`config.mk`:
```
export PLATFORM = sky130hd
export DESIGN_NAME = load_store_unit_flat
export DESIGN_NICKNAME = d
export VERILOG_FILES = /design/src/rtl/load_store_unit_if.sv /design/src/rtl/load_store_unit.sv /design/src/flat_wrapper.sv
export SDC_FILE = /design/constraint.sdc
export NUM_CORES = 1
export LEC_CHECK = 0
export ABC_AREA = 1
export CELL_PAD_IN_SITES_DETAIL_PLACEMENT = 0
export CELL_PAD_IN_SITES_GLOBAL_PLACEMENT = 1
export CORE_AREA = 3 3 165 151
export CTS_CLUSTER_DIAMETER = 40
export DETAILED_ROUTE_END_ITERATION = 16
export DIE_AREA = 0 0 168 154
export GPL_TIMING_DRIVEN = 0
export PLACE_DENSITY_LB_ADDON = 0.3
export SYNTH_ARGS = -nofsm -noshare
export SYNTH_HDL_FRONTEND = slang
export SYNTH_SLANG_ARGS = --single-unit
```
`constraint.sdc`:
```
create_clock -name clk -period 2.25 [get_ports clk]
set_input_delay 0.3375 -clock clk [delete_from_list [all_inputs] [get_ports clk]]
set_output_delay 0.3375 -clock clk [all_outputs]
set_load 0.02 [all_outputs]
```
`src/rtl/load_store_unit_if.sv`:
```
// Request/response and data-memory bus of the load/store unit.
// The LSU uses the slave modport; the pipeline/memory side uses master.
interface load_store_unit_if;
    logic        req_valid;
    logic        req_ready;
    logic        req_store;
    logic [2:0]  req_funct3;
    logic [31:0] req_addr;
    logic [31:0] req_wdata;
    logic        resp_valid;
    logic        resp_ready;
    logic [31:0] resp_rdata;
    logic        resp_err;
    logic [31:0] mem_addr;
    logic [31:0] mem_wdata;
    logic [1:0]  mem_we;
    logic [31:0] mem_rdata;

    modport slave (
        input  req_valid, req_store, req_funct3, req_addr, req_wdata,
        input  resp_ready, mem_rdata,
        output req_ready, resp_valid, resp_rdata, resp_err,
        output mem_addr, mem_wdata, mem_we
    );

    modport master (
        output req_valid, req_store, req_funct3, req_addr, req_wdata,
        output resp_ready, mem_rdata,
        input  req_ready, resp_valid, resp_rdata, resp_err,
        input  mem_addr, mem_wdata, mem_we
    );
endinterface

```
`src/rtl/load_store_unit.sv`:
```
// Load/store unit: one request at a time, read-modify-write for sb/sh, RV32I load extension.
// Optional feature macro: LSU_MISALIGN_CHECK_EN (report misaligned lh/lhu/sh/lw/sw as errors).
module load_store_unit #(
    parameter int unsigned MEM_WORDS = 256
) (
    input  logic              clk,
    input  logic              rst,
    load_store_unit_if.slave  bus
);
    localparam logic [31:0] ADDR_LIMIT = 32'(MEM_WORDS) << 2;

    typedef enum logic [1:0] {
        IDLE = 2'd0,
        RD   = 2'd1,
        WR   = 2'd2,
        RESP = 2'd3
    } state_t;

    state_t      state_r;
    logic        store_r;
    logic [2:0]  funct3_r;
    logic [1:0]  addr_lo_r;
    logic [15:0] wdata_lo_r;
    logic        req_ready_r;
    logic        resp_valid_r;
    logic        resp_err_r;
    logic [31:0] resp_rdata_r;
    logic [31:0] mem_addr_r;
    logic [31:0] mem_wdata_r;
    logic [1:0]  mem_we_r;
    logic        misalign_s;
    logic        req_err_s;

    function automatic logic funct3_illegal(input logic store, input logic [2:0] f3);
        case (f3)
            3'b000, 3'b001, 3'b010: funct3_illegal = 1'b0;
            3'b100, 3'b101:         funct3_illegal = store;
            default:                funct3_illegal = 1'b1;
        endcase
    endfunction

    // Select the lane at the latched offset and sign/zero-extend it.
    function automatic logic [31:0] load_extend(input logic [31:0] word, input logic [2:0] f3,
                                                input logic [1:0] lo);
        logic [7:0]  b;
        logic [15:0] h;
        b = word[{lo, 3'b000} +: 8];
        h = lo[1] ? word[31:16] : word[15:0];
        case (f3)
            3'b000:  load_extend = {{24{b[7]}}, b};
            3'b001:  load_extend = {{16{h[15]}}, h};
            3'b010:  load_extend = word;
            3'b100:  load_extend = {24'd0, b};
            3'b101:  load_extend = {16'd0, h};
            default: load_extend = 32'd0;
        endcase
    endfunction

    function automatic logic [31:0] store_merge(input logic [31:0] word, input logic [15:0] data,
                                                input logic [2:0] f3, input logic [1:0] lo);
        logic [31:0] m;
        m = word;
        case (f3)
            3'b000: m[{lo, 3'b000} +: 8] = data[7:0];
            3'b001: begin
                if (lo[1]) begin
                    m[31:16] = data;
                end else begin
                    m[15:0] = data;
                end
            end
            default: m = word;
        endcase
        return m;
    endfunction

    // Misalignment detection of the incoming request.
    always_comb begin
        misalign_s = 1'b0;
`ifdef LSU_MISALIGN_CHECK_EN
        case (bus.req_funct3)
            3'b001, 3'b101: misalign_s = bus.req_addr[0];
            3'b010:         misalign_s = (bus.req_addr[1:0] != 2'b00);
            default:        misalign_s = 1'b0;
        endcase
`else
        misalign_s = 1'b0;
`endif
    end

    // Errors are decided at acceptance so a bad request never touches memory.
    always_comb begin
        req_err_s = funct3_illegal(bus.req_store, bus.req_funct3)
                  | (bus.req_addr >= ADDR_LIMIT)
                  | misalign_s;
    end

    // Control FSM with all bus outputs registered.
    always_ff @(posedge clk) begin
        if (!rst) begin
            state_r      <= IDLE;
            store_r      <= 1'b0;
            funct3_r     <= 3'd0;
            addr_lo_r    <= 2'd0;
            wdata_lo_r   <= 16'd0;
            req_ready_r  <= 1'b1;
            resp_valid_r <= 1'b0;
            resp_err_r   <= 1'b0;
            resp_rdata_r <= 32'd0;
            mem_addr_r   <= 32'd0;
            mem_wdata_r  <= 32'd0;
            mem_we_r     <= 2'b00;
        end else begin
            case (state_r)
                IDLE: begin
                    if (bus.req_valid) begin
                        store_r     <= bus.req_store;
                        funct3_r    <= bus.req_funct3;
                        addr_lo_r   <= bus.req_addr[1:0];
                        wdata_lo_r  <= bus.req_wdata[15:0];
                        req_ready_r <= 1'b0;
                        if (req_err_s) begin
                            state_r      <= RESP;
                            resp_valid_r <= 1'b1;
                            resp_err_r   <= 1'b1;
                            resp_rdata_r <= 32'd0;
                        end else if (bus.req_store && (bus.req_funct3 == 3'b010)) begin
                            state_r     <= WR;
                            mem_addr_r  <= {bus.req_addr[31:2], 2'b00};
                            mem_wdata_r <= bus.req_wdata;
                            mem_we_r    <= 2'b11;
                        end else begin
                            state_r    <= RD;
                            mem_addr_r <= {bus.req_addr[31:2], 2'b00};
                        end
                    end else begin
                        state_r <= IDLE;
                    end
                end
                RD: begin
                    if (store_r) begin
                        state_r     <= WR;
                        mem_wdata_r <= store_merge(bus.mem_rdata, wdata_lo_r, funct3_r, addr_lo_r);
                        mem_we_r    <= 2'b11;
                    end else begin
                        state_r      <= RESP;
                        mem_addr_r   <= 32'd0;
                        resp_valid_r <= 1'b1;
                        resp_err_r   <= 1'b0;
                        resp_rdata_r <= load_extend(bus.mem_rdata, funct3_r, addr_lo_r);
                    end
                end
                WR: begin
                    state_r      <= RESP;
                    mem_we_r     <= 2'b00;
                    mem_addr_r   <= 32'd0;
                    mem_wdata_r  <= 32'd0;
                    resp_valid_r <= 1'b1;
                    resp_err_r   <= 1'b0;
                    resp_rdata_r <= 32'd0;
                end
                RESP: begin
                    if (bus.resp_ready) begin
                        state_r      <= IDLE;
                        resp_valid_r <= 1'b0;
                        resp_err_r   <= 1'b0;
                        resp_rdata_r <= 32'd0;
                        req_ready_r  <= 1'b1;
                    end else begin
                        state_r <= RESP;
                    end
                end
                default: begin
                    state_r      <= IDLE;
                    req_ready_r  <= 1'b1;
                    resp_valid_r <= 1'b0;
                    resp_err_r   <= 1'b0;
                    resp_rdata_r <= 32'd0;
                    mem_addr_r   <= 32'd0;
                    mem_wdata_r  <= 32'd0;
                    mem_we_r     <= 2'b00;
                end
            endcase
        end
    end

    assign bus.req_ready  = req_ready_r;
    assign bus.resp_valid = resp_valid_r;
    assign bus.resp_err   = resp_err_r;
    assign bus.resp_rdata = resp_rdata_r;
    assign bus.mem_addr   = mem_addr_r;
    assign bus.mem_wdata  = mem_wdata_r;
    // Reset must cancel a write already on the bus in the same cycle.
    assign bus.mem_we     = mem_we_r & {2{rst}};
endmodule
```
`src/flat_wrapper.sv`:
```
// flat-port wrapper written by rule: the top's interface ports become plain ports
module load_store_unit_flat 
#(
    parameter int unsigned MEM_WORDS = 256
)
  (clk, rst, bus_req_valid, bus_req_store, bus_req_funct3, bus_req_addr, bus_req_wdata, bus_resp_ready, bus_mem_rdata, bus_req_ready, bus_resp_valid, bus_resp_rdata, bus_resp_err, bus_mem_addr, bus_mem_wdata, bus_mem_we);
  load_store_unit_if bus_i ();
  input  logic clk;
  input  logic rst;
  input wire logic [$bits(bus_i.req_valid)-1:0] bus_req_valid;
  input wire logic [$bits(bus_i.req_store)-1:0] bus_req_store;
  input wire logic [$bits(bus_i.req_funct3)-1:0] bus_req_funct3;
  input wire logic [$bits(bus_i.req_addr)-1:0] bus_req_addr;
  input wire logic [$bits(bus_i.req_wdata)-1:0] bus_req_wdata;
  input wire logic [$bits(bus_i.resp_ready)-1:0] bus_resp_ready;
  input wire logic [$bits(bus_i.mem_rdata)-1:0] bus_mem_rdata;
  output wire logic [$bits(bus_i.req_ready)-1:0] bus_req_ready;
  output wire logic [$bits(bus_i.resp_valid)-1:0] bus_resp_valid;
  output wire logic [$bits(bus_i.resp_rdata)-1:0] bus_resp_rdata;
  output wire logic [$bits(bus_i.resp_err)-1:0] bus_resp_err;
  output wire logic [$bits(bus_i.mem_addr)-1:0] bus_mem_addr;
  output wire logic [$bits(bus_i.mem_wdata)-1:0] bus_mem_wdata;
  output wire logic [$bits(bus_i.mem_we)-1:0] bus_mem_we;
  assign bus_i.req_valid = bus_req_valid;
  assign bus_i.req_store = bus_req_store;
  assign bus_i.req_funct3 = bus_req_funct3;
  assign bus_i.req_addr = bus_req_addr;
  assign bus_i.req_wdata = bus_req_wdata;
  assign bus_i.resp_ready = bus_resp_ready;
  assign bus_i.mem_rdata = bus_mem_rdata;
  assign bus_req_ready = bus_i.req_ready;
  assign bus_resp_valid = bus_i.resp_valid;
  assign bus_resp_rdata = bus_i.resp_rdata;
  assign bus_resp_err = bus_i.resp_err;
  assign bus_mem_addr = bus_i.mem_addr;
  assign bus_mem_wdata = bus_i.mem_wdata;
  assign bus_mem_we = bus_i.mem_we;
  load_store_unit #(.MEM_WORDS(MEM_WORDS)) u_core (.clk(clk), .rst(rst), .bus(bus_i));
endmodule
```
==> qor.yml <==
hpwl_mm: 23.23
die_area_um2: 25870
finalSetupTns_ns: 0
power_frac_clock_pct: 30.6
cts.sinks: 122
first_iter_violations: 711
cts.path.max_buffers: 2
grt_usage_pct: 21.99
grt_start_max_net_pins: 22
sw_frac_of_total_pct: 38.46
final_cell_mix: "nand2_1 (450), nor2_1 (207), clkdlybuf4s50_1 (201), dfxtp_1 (120), inv_1 (111)"
post_dp_cell_area_um2: 10010
setup_slack_ns: 0.1062
fp-row-count: 53
pre_cts_ws_ns: -0.5088
period_minus_slack_ns: 2.144
portBuffers: 201
place.gp.congestion: 0.9284
design_area_um2: 10670
ant_nets: 0
core_area_um2: 23280
total_power_w: 0.008659
fin_cells: 1825
power.switching_w: 0.003331
fillers: 2539
crit_path_start_kind: "input pin"
irDropWorstVdd_v: 0.0005096
firstDrtPassIters: 7
netlist-cell-type-count: 36
final_common_cell: "nand2_1"
finalNetCount: 1624
wl_met2_mm: 12.31
crit_fanout: 17
vias_per_cell: 4.748
relSlewSlack_pct: 47.41
reg2reg_to: "u_core.bus.mem_wdata[23]$_SDFFE_PN0P_"
cts_max_level: 4
arrival_ns: 1.81
pwr-share-seq_pct: 30.6
finalCritPeriodShare_pct: 95.28
worst_pin_slew_ns: 0.7829
ios: 205
netlist_instances: 1284
syn_area_per_cell_um2: 5.931
hold_class: "input pin to register"
die_w_um: 168
chipHeight_um: 154
synth_seq_cells: 122
holdPathStages: 3
p_int_w: 0.005329
crit_path_end_kind: "output pin"
drive_above_1_share_pct: 8.410
multi_input_area_um2: 4247
p_per_area_nw_per_um2: 811.4
dp_cells: 1788
wire_per_inst_um: 16.04
synth_area_um2: 7615
cts_buffers: 17
pwr-share-comb_pct: 38.8
grt_pass1_vias: 8067
met3_length_mm: 2.035
p_leak_nw: 4.794
setup_viol: 0
wirelength_mm: 29.27
finClkSkew_ns: 0.01515
min-delay-start: "rst"
insertion_delay_ns: 0.43
area_delta_synth_final_pct: 40.16
vias: 8666
start_util_pct: 32.72
cts_hold_repair.buffers: 0
hold_end: "u_core.wdata_lo_r[0]$_SDFFE_PN0P_"
r2r_setup_slack_ns: 0.18
status: "complete, no violations"
r2r_cells: 14
hold_viol_final: 0
yosys_warnings: 0
grt_pass1_wl_mm: 44.59
regArea_um2: 2447
worstSetupPathType: "input pin to output pin"
slew_viol_final: 0
clk_pin_slew_ns: 0.06
top_layer_used: "met5"
cp.required_ns: 1.91
fmax_mhz: 466.5
rsz0062_at_grt: "no"
drc_errors: 0
grt.overflow.total: 0
seq_area_frac_synth_pct: 32.07
grt_antenna_before_repair: 2
cts_root_buffer: "clkbuf_16"
cts_tree: "done"
maxCapViolations: 0
rr_startpoint: "u_core.addr_lo_r[0]$_SDFFE_PN0P_"
wl_met1_mm: 14.43
==> routing by layer <==
| metal | up-vias | track usage (%) |
|---|---|---|
| li1 | 4448 | - |
| met1 | 3900 | 32.15 |
| met2 | 279 | 32.21 |
| met3 | 37 | 5.167 |
| met4 | 2 | 6.155 |
| met5 | - | 0 |
==> stage by stage <==
stage,hold WS (ns),utilization (%)
after detailed placement,0.4570,43.00
final,0.4307,45.85
after CTS,0.4238,45.41
after floorplan,0.4374,-
after global placement,0.4515,43.00
after global routing,0.4770,45.85
==> kinds of logic after synthesis <==
logic type / Yosys count / synth area share [%]
flops: 122 / 32.07
other cells: 1 / 0.04925
compound gates: 201 / 13.69
fa+ha+maj: 10 / 1.643
buf+inv: 212 / 12.54
simple gates: 738 / 40.01
==> sequential cells by signal, indices dropped and copies added, names as in the netlist <==
signal and cells:
u_core.addr_lo_r 2, u_core.bus.mem_addr 30, u_core.bus.mem_wdata 32, u_core.bus.req_ready 1, u_core.bus.resp_err 1, u_core.bus.resp_rdata 32, u_core.bus.resp_valid 1, u_core.funct3_r 3
u_core.mem_we_r 1, u_core.state_r 2, u_core.store_r 1, u_core.wdata_lo_r 16
==> power groups by stage <==
stage / logic, W / registers, W / clock network, W
after global placement: 0.00326 / 0.00269 / 0
after floorplan: 0.00176 / 0.00294 / 0
final: 0.00336 / 0.00265 / 0.00265
after CTS: 0.00329 / 0.00265 / 0.00269
after global routing: 0.00372 / 0.00269 / 0.00278
after detailed placement: 0.00328 / 0.00269 / 0
==> cell type report <==
cell class | count | share of cell area [%]
clock inverter | 13 | 1.125
sequential | 122 | 22.93
inverter | 143 | 5.217
clock buffer | 18 | 4.115
tap | 302 | 3.540
multi-input combinational | 951 | 39.79
buffer | 67 | 3.916
timing repair buffer | 208 | 19.34
antenna | 1 | 0.02345
==> cells in the mapped netlist, drive strengths merged <==
library cell | number | share of area, %
nand2 | 462 | 24
nor2 | 213 | 11
inv | 133 | 6.7
dfxtp | 122 | 32
o21ai | 108 | 7.1
a21oi | 67 | 4.4
nand3 | 43 | 3.3
buf | 35 | 3.5
clkbuf | 33 | 1.8
a31oi | 24 | 2.0
clkinv | 10 | 0.49
ha | 10 | 1.6
nand4 | 9 | 0.82
nor3 | 5 | 0.33
nand3b | 4 | 0.39
or2 | 2 | 0.16
conb | 1 | 0.049
dlygate4sd3 | 1 | 0.13
o21bai | 1 | 0.099
o311ai | 1 | 0.12
==> critical path: stages <==
cell and delay, ns:
clkbuf_2 0.33, buf_6 0.23, nand2_1 0.07, inv_1 0.12
buf_4 0.12, clkdlybuf4s50_1 0.59
==> worst max path at each step <==
| stage | depth (start not counted) | from | slack (ns) | endpoint |
|---|---|---|---|---|
| floorplan | 13 | u_core.addr_lo_r[1]$_SDFFE_PN0P_ | 0.24 | u_core.bus.mem_wdata[23]$_SDFFE_PN0P_ |
| global placement | 12 | u_core.addr_lo_r[1]$_SDFFE_PN0P_ | -0.54 | u_core.bus.mem_wdata[16]$_SDFFE_PN0P_ |
| detailed placement | 12 | u_core.addr_lo_r[1]$_SDFFE_PN0P_ | -0.51 | u_core.bus.mem_wdata[16]$_SDFFE_PN0P_ |
| CTS | 12 | u_core.addr_lo_r[0]$_SDFFE_PN0P_ | 0.02 | u_core.bus.mem_wdata[16]$_SDFFE_PN0P_ |
| global route | 6 | rst | 0.009 | bus_mem_we[1] |
| finish | 6 | rst | 0.11 | bus_mem_we[1] |
==> timing repair <==
action	4_1_cts	5_1_grt
setup endpoints to repair	33	54
gates cloned	0	0
gates resized for setup	7	30
buffers inserted	0	7
pin swaps	0	2
No activity file was read; power rests on OpenSTA's default activity.
==> edit 1, RTL diff (same flow settings) <==
The 4 states of `state_t` get a Gray code encoding in 2 bits.
--- a/src/rtl/load_store_unit.sv
+++ b/src/rtl/load_store_unit.sv
@@ -10,10 +10,10 @@
     localparam logic [31:0] ADDR_LIMIT = 32'(MEM_WORDS) << 2;
 
     typedef enum logic [1:0] {
-        IDLE = 2'd0,
-        RD   = 2'd1,
-        WR   = 2'd2,
-        RESP = 2'd3
+        IDLE = 2'b00,
+        RD   = 2'b01,
+        WR   = 2'b11,
+        RESP = 2'b10
     } state_t;
 
     state_t      state_r;
Behaviour: same outputs for any inputs over 4 cycles, from zero or initial values and one cycle with rst low; so few cycles prove little.
==> edit 1 against the original RTL <==
Synthesized area down 1.7%. Routed wire length up 2.7%. Worst setup slack better by 0.0011 ns. Worst hold slack worse by 0.0016 ns. Cell area down 1.1%. Register-to-register slack worse by 0.07 ns. Final cell count up 0.99%. Maximum frequency about the same. Sequential cell count unchanged.
Power is not compared: it rests on default switching activity, and its combinational part moved more than twofold at a synthesized area within 25%.
==> edit 1: results (changes against the original RTL) <==
Setup path
  – Max incr delay on CP: 0.35 ns (was 0.59 ns)
  – WP buf/inv: 4 (was 5)
  – CP max-delay cell: dfxtp_2 (was clkdlybuf4s50_1)
  – R2R setup slack: 0.11 ns (was 0.18 ns)
  – Worst Path Arrival: 2.52 ns (was 1.81 ns)
  – FF-to-FF path depth: 10 (was 14)

Drt
  – Vias per cell: 4.68 (was 4.75)
  – Post-Route WL: 30,100 um (was 29,300 um)
  – Drt pass-1 iters: 5 (was 7)
  – Iteration-0 DRC count of the detailed router: 602 (was 711)

Hold path
  – Hold path cells: 3 (unchanged)

Synthesis
  – Ranking of synthesized cells by area: dfxtp_1, nand2_1, nor2_1, nand3_1, inv_1 (was dfxtp_1, nand2_1, nor2_1, o21ai_0, inv_1)
  – Post-synth EDFFs: 0 (unchanged)
  – Unique masters post-synth: 30 (was 36)
  – Register area share after synthesis: 32.6% (was 32.1%)
  – Synth Flop Type: dfxtp_1 (unchanged)
  – Synth top cells by count: nand2_1, nor2_1, inv_1 (was nand2_1, nor2_1, dfxtp_1)

Global routing
  – Global-route wire length before repair: 46,100 um (was 44,600 um)
  – Vias in the first global route: 8,121 (was 8,067)
  – GRT Overall Usage: 22.9% (was 22.0%)
  – Initial antenna violation count: 1 (was 2)
  – Pin count of the biggest net entering global routing: 18 (was 22)

Placed design
  – Detailed-placement wirelength estimate: 24,000 um (was 23,200 um)
  – Routability cong.: 0.933 (was 0.928)

Clocking
  – Post-CTS Resized: 13 (was 7)
  – # Post-CTS Setup Buffers: 2 (was 0)

Pwr
  – Leak: ~0.005 uW
  – Peak VDD IR: ~0.41 mV

STA
  – Hold_ws: 0.429 ns (was 0.431 ns)
  – Max_slew headroom: 51.2% (was 47.4%)
  – Clk_skew: 0.0144 ns (was 0.0152 ns)

Final layout
  – Antenna diode count: 0 (was 1)
  – FILL cells: 2,542 (was 2,539)
  – Share of cells above drive strength 1: 7.59% (was 8.41%)
  – Final layout net count: 1,637 (was 1,624)
  – Reg area: 0.00244 sq mm (was 0.00245 sq mm)

Status
  – Status: finished clean (unchanged)
[edit 1: cell count changes after synthesis, sizes merged, moves of 19 or more]
| cell | before | now |
|---|---|---|
| nand2 | 462 | 426 |
| nor2 | 213 | 254 |
| a31oi | 24 | 0 |
| inv | 133 | 152 |
| o21ai | 108 | 75 |
| nand3 | 43 | 116 |
[edit 1: final cells by class]
cell class                 count  share of cell area (%)
multi-input combinational    958                    39.2
sequential                   122                    23.2
timing repair buffer         204                    19.3
inverter                     153                    5.55
clock buffer                  18                    4.16
buffer                        72                    3.69
tap                          302                    3.58
clock inverter                14                    1.41
[edit 1: metrics by stage]
step                std cells  total power (uW)  cell area (sq um)  worst slack, ns
floorplan                1307              3280               7490          0.00598
global route             1843              7070              10600         -0.00264
CTS                      1842              6770              10500          0.00402
global placement         1810              3940               9880           -0.778
finish                   1843              6750              10600            0.107
detailed placement       1810              3940               9880           -0.689
[edit 1: cell families after synthesis]
logic type | Yosys count | share of synthesized area [%]
and+or+nand+nor | 802 | 43.4
buffers and inverters | 227 | 12.8
AOI/OAI and AO/OA | 149 | 10.3
DFF | 122 | 32.6
adders and majority gates | 5 | 0.835
other | 1 | 0.0501
[edit 1: path summary, 6_finish.rpt]
kind	startpoint	end
setup / recovery	u_core.addr_lo_r[1]	u_core.bus.mem_wdata[11]
hold / removal	rst	u_core.bus.resp_err
setup reg to reg	u_core.addr_lo_r[1]	u_core.bus.mem_wdata[11]
hold reg to reg	u_core.bus.mem_addr[23]	u_core.bus.mem_addr[23]
[edit 1: layer usage]
| metal | GRT usage [%] | vias up | routed length (um) |
|---|---|---|---|
| met3 | 5.48 | 34 | 2140 |
| met2 | 35.3 | 291 | 13000 |
| met4 | 6.35 | 2 | 585 |
| met5 | 0 | - | 13 |
| met1 | 31.9 | 3843 | 14300 |
| li1 | - | 4448 | - |
==> edit 2, RTL diff (same flow settings) <==
Without the edit above. Build with the macro `LSU_MISALIGN_CHECK_EN` defined.
--- a/src/rtl/load_store_unit.sv
+++ b/src/rtl/load_store_unit.sv
@@ -1,5 +1,7 @@
 // Load/store unit: one request at a time, read-modify-write for sb/sh, RV32I load extension.
 // Optional feature macro: LSU_MISALIGN_CHECK_EN (report misaligned lh/lhu/sh/lw/sw as errors).
+`define LSU_MISALIGN_CHECK_EN
+
 module load_store_unit #(
     parameter int unsigned MEM_WORDS = 256
 ) (
Check against the original RTL: not equivalent (a bounded check fails within 4 cycles, from zero or initial values and one cycle with rst low).
==> edit 2 against the original RTL <==
Cell area increased by 2.3%. Die area unchanged. Register-to-register slack worse by 0.05 ns. Total power is 5.7% higher. Sequential cell count stayed put. Largest cell class unchanged. Sequential share of layout area fell by 0.57 points. Worst setup slack better by 0.027 ns. Final cell count rose by 5.5%. Global-route usage rose by 0.47 points. Maximum frequency up 1.3%. Via count is 4.3% higher. Worst hold slack worse by 0.082 ns. Synthesized area rose by 2.6%. Routed wire length up 0.35%.
==> edit 2: results (changes against the original RTL) <==
Synthesis
  – Post-Synth Adder-Cell Area: 1.60% (was 1.64%)
  – Syn Area/Cell: 5.63 sq um (was 5.93 sq um)
  – Post-synthesis compound-gate area fraction: 10.4% (was 13.7%)
  – Ranking of synthesized cells by area: dfxtp_1, nand2_1, nor2_1, nand3_1, inv_1 (was dfxtp_1, nand2_1, nor2_1, o21ai_0, inv_1)
  – Register area share after synthesis: 31.3% (was 32.1%)
  – Unique masters post-synth: 29 (was 36)

Global routing
  – Pin count of the biggest net entering global routing: 20 (was 22)
  – GRT Overall Usage: 22.5% (was 22.0%)
  – Initial antenna violation count: 0 (was 2)
  – Global-route wire length before repair: 46,000 um (was 44,600 um)
  – Met2 Use GR: 33.8% (was 32.2%)
  – Met3 Use GR: 5.09% (was 5.17%)
  – Vias in the first global route: 8,303 (was 8,067)
  – Met1 Usage GRT: 32.8% (was 32.1%)

Pwr
  – Switch Pwr: 3450 uW (was 3330 uW)
  – Clk pwr: 3010 uW (was 2650 uW)
  – Peak VDD IR: 0.445 mV (was 0.510 mV)
  – Comb group: 3500 uW (was 3360 uW)
  – Total power: 9150 uW (was 8660 uW)
  – Leak: 0.00526 uW (was 0.00479 uW)

Placed design
  – Routability cong.: 0.944 (was 0.928)
  – Placed Instances: 1,892 (was 1,788)
  – Detailed-placement wirelength estimate: 23,000 um (was 23,200 um)

Drt
  – Wire per inst: 15.2 um (was 16.0 um)
  – Met2 Routed Length: 12,500 um (was 12,300 um)
  – Iteration-0 DRC count of the detailed router: 587 (was 711)
  – Drt pass-1 iters: 5 (was 7)
  – Post-Route WL: 29,400 um (was 29,300 um)
  – Vias per cell: 4.69 (was 4.75)
  – Highest metal layer with signal wires: met4 (was met5)

Final layout
  – Final layout net count: 1,725 (was 1,624)
  – Antenna diode count: 0 (was 1)

Hold path
  – Hold worst-path end: u_core.bus.resp_rdata[5] (was u_core.wdata_lo_r[0])

STA
  – Hold_ws: 0.349 ns (was 0.431 ns)
  – Min Tclk post-route: 2.12 ns (was 2.14 ns)
  – Clk_skew: 0.0106 ns (was 0.0152 ns)
  – Worst slew pin tran: 0.653 ns (was 0.783 ns)

Setup path
  – CP Max Fanout: 10 (was 17)
  – R2R setup slack: 0.13 ns (was 0.18 ns)
  – Worst Path Arrival: 2.48 ns (was 1.81 ns)
  – Crit path to: u_core.bus.mem_wdata[18] (was bus_mem_we[1])
  – Worst Setup Start Kind: register (was input port)
  – FF-to-FF path depth: 12 (was 14)
  – Endpoint class of the critical path: register (was output port)

Status
  – Status: finished clean (unchanged)

Clocking
  – Clock-pin slew on the worst setup and hold paths: 0.06 ns (about the same)
edit 2: cell type report:
class / count / area (sq um)
Buffer: 79 / 404
Fill cell: 2549 / 12400
Timing Repair Buffer: 203 / 2030
Sequential cell: 122 / 2440
Tap cell: 302 / 378
Inverter: 135 / 512
Multi-Input combinational cell: 1052 / 4520
Timing Repair inverter: 1 / 5.00
Clock buffer: 18 / 439
Clock inverter: 14 / 194
edit 2: timing repair:
item,4_1_cts,5_1_grt
buffers inserted,0,2
endpoints found under the hold margin,0,0
cloned,0,1
pin swaps,0,3
endpoints found under the setup margin,17,89
resized for setup,5,38
hold buffers,0,0
edit 2: worst max-delay path, stage by stage, from the launching register on:
cell and delay (ns):
dfxtp_1 0.36, buf_4 0.19, inv_1 0.12, ha_2 0.40, buf_4 0.19, nand2_2 0.14
o21ai_0 0.19, nand3_1 0.10, nand3_1 0.10, nand2_1 0.07, nand2_1 0.06, nor2_1 0.04
nor2_1 0.09
